## src/rtl/uart_tx.sv

```systemverilog
// 8-N-1 UART transmitter with a holding register loaded independently of the frame in flight.
// Define UART_TX_PARITY_EN to insert an even-parity bit between DATA and STOP (8-E-1).
module uart_tx #(
    parameter int unsigned CLKS_PER_BIT = 868
) (
    input  logic       clk,
    input  logic       rst_n,
    input  logic       byte_ready_i,
    input  logic       t_byte_i,
    input  logic [7:0] din_i,
    output logic       tx_o,
    output logic       busy_o,
    output logic       done_o
);

`ifdef UART_TX_PARITY_EN
    typedef enum logic [2:0] {IDLE, START, DATA, PARITY, STOP} state_t;
`else
    typedef enum logic [2:0] {IDLE, START, DATA, STOP} state_t;
`endif

    localparam logic [15:0] BAUD_LAST = 16'(CLKS_PER_BIT - 1);

    state_t      state_q, state_d;
    logic [15:0] baud_q, baud_d;
    logic [2:0]  bit_q, bit_d;
    logic [7:0]  hold_q, hold_d;
    logic [7:0]  shift_q, shift_d;
    logic        tx_q, tx_d;
    logic        bit_end;
    logic [7:0]  load_byte;
`ifdef UART_TX_PARITY_EN
    logic        par_q, par_d;
`endif

    always_ff @(posedge clk or negedge rst_n) begin
        if (!rst_n) begin
            state_q <= IDLE;
            baud_q  <= '0;
            bit_q   <= '0;
            hold_q  <= '0;
            shift_q <= '0;
            tx_q    <= 1'b1;
`ifdef UART_TX_PARITY_EN
            par_q   <= 1'b0;
`endif
        end else begin
            state_q <= state_d;
            baud_q  <= baud_d;
            bit_q   <= bit_d;
            hold_q  <= hold_d;
            shift_q <= shift_d;
            tx_q    <= tx_d;
`ifdef UART_TX_PARITY_EN
            par_q   <= par_d;
`endif
        end
    end

    always_comb begin
        state_d   = state_q;
        baud_d    = baud_q;
        bit_d     = bit_q;
        shift_d   = shift_q;
        tx_d      = 1'b1;
        done_o    = 1'b0;
        bit_end   = (baud_q == BAUD_LAST);
        // Simultaneous load and request sends the fresh byte, not the stale holding value
        load_byte = byte_ready_i ? din_i : hold_q;
        hold_d    = byte_ready_i ? din_i : hold_q;
`ifdef UART_TX_PARITY_EN
        par_d     = par_q;
`endif

        case (state_q)
            IDLE: begin
                baud_d = '0;
                bit_d  = '0;
                if (t_byte_i) begin
                    state_d = START;
                    shift_d = load_byte;
`ifdef UART_TX_PARITY_EN
                    par_d   = ^load_byte;
`endif
                end
            end
            START: begin
                baud_d = baud_q + 16'd1;
                if (bit_end) begin
                    baud_d  = '0;
                    state_d = DATA;
                end
            end
            DATA: begin
                baud_d = baud_q + 16'd1;
                if (bit_end) begin
                    baud_d  = '0;
                    shift_d = {1'b0, shift_q[7:1]};
                    bit_d   = bit_q + 3'd1;
                    if (bit_q == 3'd7) begin
`ifdef UART_TX_PARITY_EN
                        state_d = PARITY;
`else
                        state_d = STOP;
`endif
                    end
                end
            end
`ifdef UART_TX_PARITY_EN
            PARITY: begin
                baud_d = baud_q + 16'd1;
                if (bit_end) begin
                    baud_d  = '0;
                    state_d = STOP;
                end
            end
`endif
            STOP: begin
                baud_d = baud_q + 16'd1;
                if (bit_end) begin
                    baud_d  = '0;
                    state_d = IDLE;
                    done_o  = 1'b1;
                end
            end
            default: begin
                state_d = IDLE;
                baud_d  = '0;
                bit_d   = '0;
            end
        endcase

        // Line level is chosen from the next state so tx_o stays a plain register
        case (state_d)
            START:   tx_d = 1'b0;
            DATA:    tx_d = shift_d[0];
`ifdef UART_TX_PARITY_EN
            PARITY:  tx_d = par_d;
`endif
            default: tx_d = 1'b1;
        endcase
    end

    assign tx_o   = tx_q;
    assign busy_o = (state_q != IDLE);

endmodule
```

## config.mk

```make
export PLATFORM = sky130hd
export DESIGN_NAME = uart_tx
export DESIGN_NICKNAME = d
export VERILOG_FILES = /design/src/rtl/uart_tx.sv
export SDC_FILE = /design/constraint.sdc
export NUM_CORES = 1
export LEC_CHECK = 0
export CAP_MARGIN = 5
export CORE_MARGIN = 2
export CORE_UTILIZATION = 55
export DETAILED_ROUTE_END_ITERATION = 6
export GPL_ROUTABILITY_DRIVEN = 1
export HOLD_SLACK_MARGIN = 0.03
export MAX_ROUTING_LAYER = met4
export PLACE_DENSITY = 0.74
export RECOVER_POWER = 100
export SLEW_MARGIN = 30
export SYNTH_ARGS = -nofsm -noshare
export SYNTH_HDL_FRONTEND = slang
export SYNTH_SLANG_ARGS = --single-unit
```

## constraint.sdc

```tcl
create_clock -name clk -period 1.9 [get_ports clk]
set_input_delay 0.285 -clock clk [delete_from_list [all_inputs] [get_ports clk]]
set_output_delay 0.285 -clock clk [all_outputs]
set_load 0.02 [all_outputs]
```

**Word-level counts from Yosys, hierarchy flattened**

Index checks and enable logic that the tools add are counted.

- Output and inout bits: 3
- Register bits after elaboration: 39
- Bits of input ports: 12

- Add/subtract/negate cells: 2
- Reductions and logical operators: 7
- Equal/unequal tests: 9
- Muxes and demuxes: 17
- Bitwise operators: 1

Operators with widths:

| operator | count |
|---|---|
| 2-to-1 mux 16 bit | 2 |
| 2-to-1 mux 8 bit | 3 |
| 2-to-1 mux 3 bit | 6 |
| adder 16 x 1 -> 16 bit (second input constant) | 1 |
| == test 16 x 10 -> 1 bit (second input constant) | 1 |
| one-hot mux 8 bit (2 select lines) | 1 |
| one-hot mux 3 bit (4 select lines) | 1 |
| == test 3 x 2 -> 1 bit (second input constant) | 3 |
| == test 3 x 1 -> 1 bit (second input constant) | 2 |
| one-hot mux 3 bit (2 select lines) | 1 |
| inequality test 2 bit (second input constant) | 2 |
| adder 3 x 1 -> 3 bit (second input constant) | 1 |
| == test 3 bit (second input constant) | 1 |
| zero test 3 bit | 1 |
| AND reduction 3 bit | 1 |
| nonzero test 3 bit | 1 |
| OR reduction 3 bit | 1 |
| 2-to-1 mux 1 bit | 2 |
| one-hot mux 1 bit (2 select lines) | 1 |
| AND reduction 2 bit | 1 |
| nonzero test 2 bit | 1 |
| OR reduction 2 bit | 1 |
| NOT 1 bit | 1 |

**Logic depth before layout (Yosys ltp)**

- Depth in word-level cells: 6
- Depth in mapped cells: 7
- Mapped depth without buffers: 5

**Worst setup path after synthesis**

No wires, ideal clock.

- Path kind: reg-to-output
- Start: reg baud_q[0]
- End: out done_o
- Data arrival time: 1.524 ns
- Cell stages (with the launch flop): 7
- Path buffers: 2
- Setup slack: 0.091 ns
- Cells stage by stage: dfrtp_1 ha_1 nor3b_1 and4_1 clkbuf_4 buf_6 and3_1

- Word-level cells in the longest chain between the ends: 3

RTL lines:

| what | line | source |
|---|---|---|
| from (decl) | 25 | `logic [15:0] baud_q, baud_d;` |
| from (signal assigned) | 49 | `baud_q <= baud_d;` |
| == test 16 x 10 -> 1 bit | 67 | `bit_end = (baud_q == BAUD_LAST);` |
| 2-to-1 mux 1 bit | 120 | `if (bit_end) begin` |
| 2-to-1 mux 1 bit | 75 | `case (state_q)` |
| to (decl) | 13 | `output logic done_o` |

No other way between the ends.

**Final worst setup path**

- Start: reg baud_q[15]
- End: out done_o

Same word-level chain as after synthesis.

==> out/results.txt <==
Status: finished with violations
Failing checks: negative setup slack
Post-route core utilization: 71.7%
Average size of a mapped cell: 10.0 um2
Buf+Inv Stages, Crit Path: 1
Final setup violation count: 1
Initial core utilization: 57.7%
CTS Sinks: 39
Worst-Margin Slew: 0.926 ns
Sequential share of the synthesized area: 49.9%
Routability cong.: 0.873
Top cell type's share of synthesized area: 48.6%
Fin crit period: 1.94 ns
FMAX: 516 MHz
Starting DRT DRC Count: 126
Fin. max-slew vios: 0
Routed len/inst: 15.0 um
Clock network power share: 33.9%
Switch share: 24.7%
Slew headroom: 38.3%
Multi-input logic area: 935 um2
Clock-pin slew on the worst setup and hold paths: 0.12 ns
Fill count: 231
Main area contributors after synthesis: dfrtp_1 (49%), mux2_2 (5.2%), nor2_1 (4.8%)
Top post-synthesis cells by count: dfrtp_1 (38), nor2_1 (25), nand2_1 (17)
Die Width: 63.7 um
Hold WS: 0.499 ns
Post-route ant nets: 0
Via count: 1,614
Largest delay contributor family on the critical path: simple AND/OR/NAND/NOR gates
First-pass iteration count of the detailed router: 4
Stages on the worst setup path: 4
Count leader, synth: dfrtp_1
Reg area: 978 um2
Seq cells post-synth: 39
Clk Latency, worst-skew pair: 0.35 ns
Routed WL: 4.22 mm
Largest area contributor in the netlist: dfrtp_1
Largest net degree at the start of global routing: 40
CTS buffer count: 5
PortBufs: 14
Maxcap violations: 0
RSZ-0062 raised after global routing: yes
Slowest cell on crit path: dfrtp_1
Die Height: 63.7 um
Gate Count Post-Synth: 195
CP Capture Type: output pin
Period utilisation layout: 102%
Antenna Cells: 0
DR vias/cell: 5.72
Worst hold path depth: 1
DP HPWL: 2.89 mm
Crit Path Class: register to output pin
GRT Resource Usage Total: 23.3%
Setup Skew: 0.00644 ns
Synth unique cells: 40
Vias in the first global route: 1,719
Async set or reset register ratio after synthesis: 100%
Mapped Area: 1960 um2
Post-layout power: 0.00165 W
Critical Path, Cell by Cell: nor4_4 -> and4_1 -> and3_1 -> buf_6
Worst Hold Class: register to register
Critical path arrival: 1.65 ns
Final Hold Vio Count: 0
Pleak: 0.984 nW
Startpoint Class: register
H-tree Lvls: 2
Fin nets: 250
Number of synthesized flops with an enable pin: 0
Crit-path max cell delay: 0.43 ns
Die Area: 4050 um2
Pwr/cell area: 680 nW/um2
Overflow after GRT: 0
FP Rows: 21
Core Region: 3390 um2
Layout area overhead: 24.2%
Post-Syn Nets: 210
Longest Clk Path Bufs: 2
Worst path required time: 1.62 ns
Switching Power: 0.000407 W
Worst Reg2Reg Path Length in Cells: 6
Max IR drop VDD: 0.430 mV
Initial antenna violation count: 0
Main flop type after synthesis: dfrtp_1
PnR worst setup slack: -0.0388 ns
Cell Int Power: 0.00125 W
Root buffer cell: clkbuf_4
Ys Warns: 0
# IOs: 15
Logic pwr share: 10.3%
CTS tree: yes
CP max FO: 2
Drt drc: 0
Register share of total power: 55.8%
Ratio of cells with drive above 1 in the final layout: 23.3%
Global-route wire length before repair: 7.18 mm
## worst reg2reg max path, delay by kind of cell (launching register included)
kind                     cells  cell delay (ns)
AND/OR/NAND/NOR              3             0.54
flip-flops                   1             0.41
AO/OA/AOI/OAI                1             0.41
adder cells (fa/ha/maj)      1             0.20
buffers and inverters        1             0.19
## flip-flops by register name (all words and copies together) (netlist names)
name and cells:
baud_q 16, hold_q 8, shift_q 8, bit_q 3, state_q 3, tx_o 1
## metal layers
| layer | wire length [um] | global-route usage, % | vias to the layer above |
|---|---|---|---|
| met5 | 0 | - | - |
| met4 | 108 | 8.97 | 0 |
| met3 | 200 | 6.25 | 12 |
| met2 | 2200 | 42.2 | 47 |
| met1 | 1710 | 23.7 | 780 |
| li1 | - | - | 775 |
## final cells by class
class                      count  share of cell area, %
clock buffer                   5                   1.54
clock inverter                 3                   1.80
inverter                       7                   1.08
multi-input combinational    139                   38.4
sequential                    39                   40.2
tap                           46                   2.37
timing repair buffer          43                   14.5
## path summary, 6_finish.rpt
check / start / endpoint / slack (ns)
worst max-delay path: baud_q[15]$_DFF_PN0_ / done_o / -0.04
worst min-delay path: hold_q[2]$_DFF_PN0_ / hold_q[2]$_DFF_PN0_ / 0.50
worst max register to register: baud_q[1]$_DFF_PN0_ / baud_q[4]$_DFF_PN0_ / 0.08
worst min register to register: hold_q[2]$_DFF_PN0_ / hold_q[2]$_DFF_PN0_ / 0.50
max in group asynchronous: rst_n / state_q[0]$_DFF_PN0_ / 0.61
min in group asynchronous: rst_n / hold_q[0]$_DFF_PN0_ / 0.67
## cell families (layout without fill, tap and decap cells)
group | after synthesis | count (layout) | share of synthesized area, %
AND/OR/NAND/NOR | 83 | 83 | 21.8
flip-flops | 39 | 39 | 49.9
AO/OA/AOI/OAI | 30 | 30 | 10.5
buffers and inverters | 17 | 58 | 4.60
XOR/XNOR | 12 | 12 | 5.37
multiplexers | 10 | 10 | 5.69
adder cells (fa/ha/maj) | 3 | 3 | 1.92
other | 1 | 1 | 0.192
## layout by cell type (no fill, tap or decap), types with 4 or more instances in the layout
cell / Yosys / layout
dfrtp_1: 38 / 37
nor2_1: 25 / 25
nand2_1: 17 / 17
clkdlybuf4s50_1: 0 / 10
nand4_1: 10 / 10
a21oi_1: 4 / 4
xnor2_1: 10 / 10
a22oi_1: 7 / 7
o21ai_0: 5 / 5
nor4_1: 6 / 4
nand3_1: 10 / 10
buf_4: 1 / 27
clkbuf_4: 1 / 5
mux2_1: 0 / 4
inv_1: 7 / 7
mux2_2: 9 / 5
o211ai_1: 6 / 6
## power by group through the flow
stage / Sequential [W] / Clock [W] / Combinational (W)
CTS: 0.000919 / 0.000571 / 0.000174
finish: 0.000921 / 0.000561 / 0.000170
floorplan: 0.000925 / 0 / 0.000105
detailed placement: 0.000936 / 0 / 0.000170
global route: 0.000928 / 0.000610 / 0.000190
global placement: 0.000931 / 0 / 0.000163
## per-stage QoR
step	setup slack, ns	TNS (ns)	instances	cell area [um2]
floorplan	0.0914	0	195	1960
global placement	-0.129	-0.129	271	2280
detailed placement	-0.230	-0.230	271	2280
CTS	-0.0565	-0.0565	281	2410
global route	-0.150	-0.209	282	2430
finish	-0.0388	-0.0388	282	2430
## repair_timing
action	CTS	global route
hold buffers	1	0
setup endpoints to repair	2	8
buffers inserted	1	1
pin swaps	1	3
resized for setup	10	6
hold endpoints to repair	38	0
No activity file was read; power rests on OpenSTA's default activity.
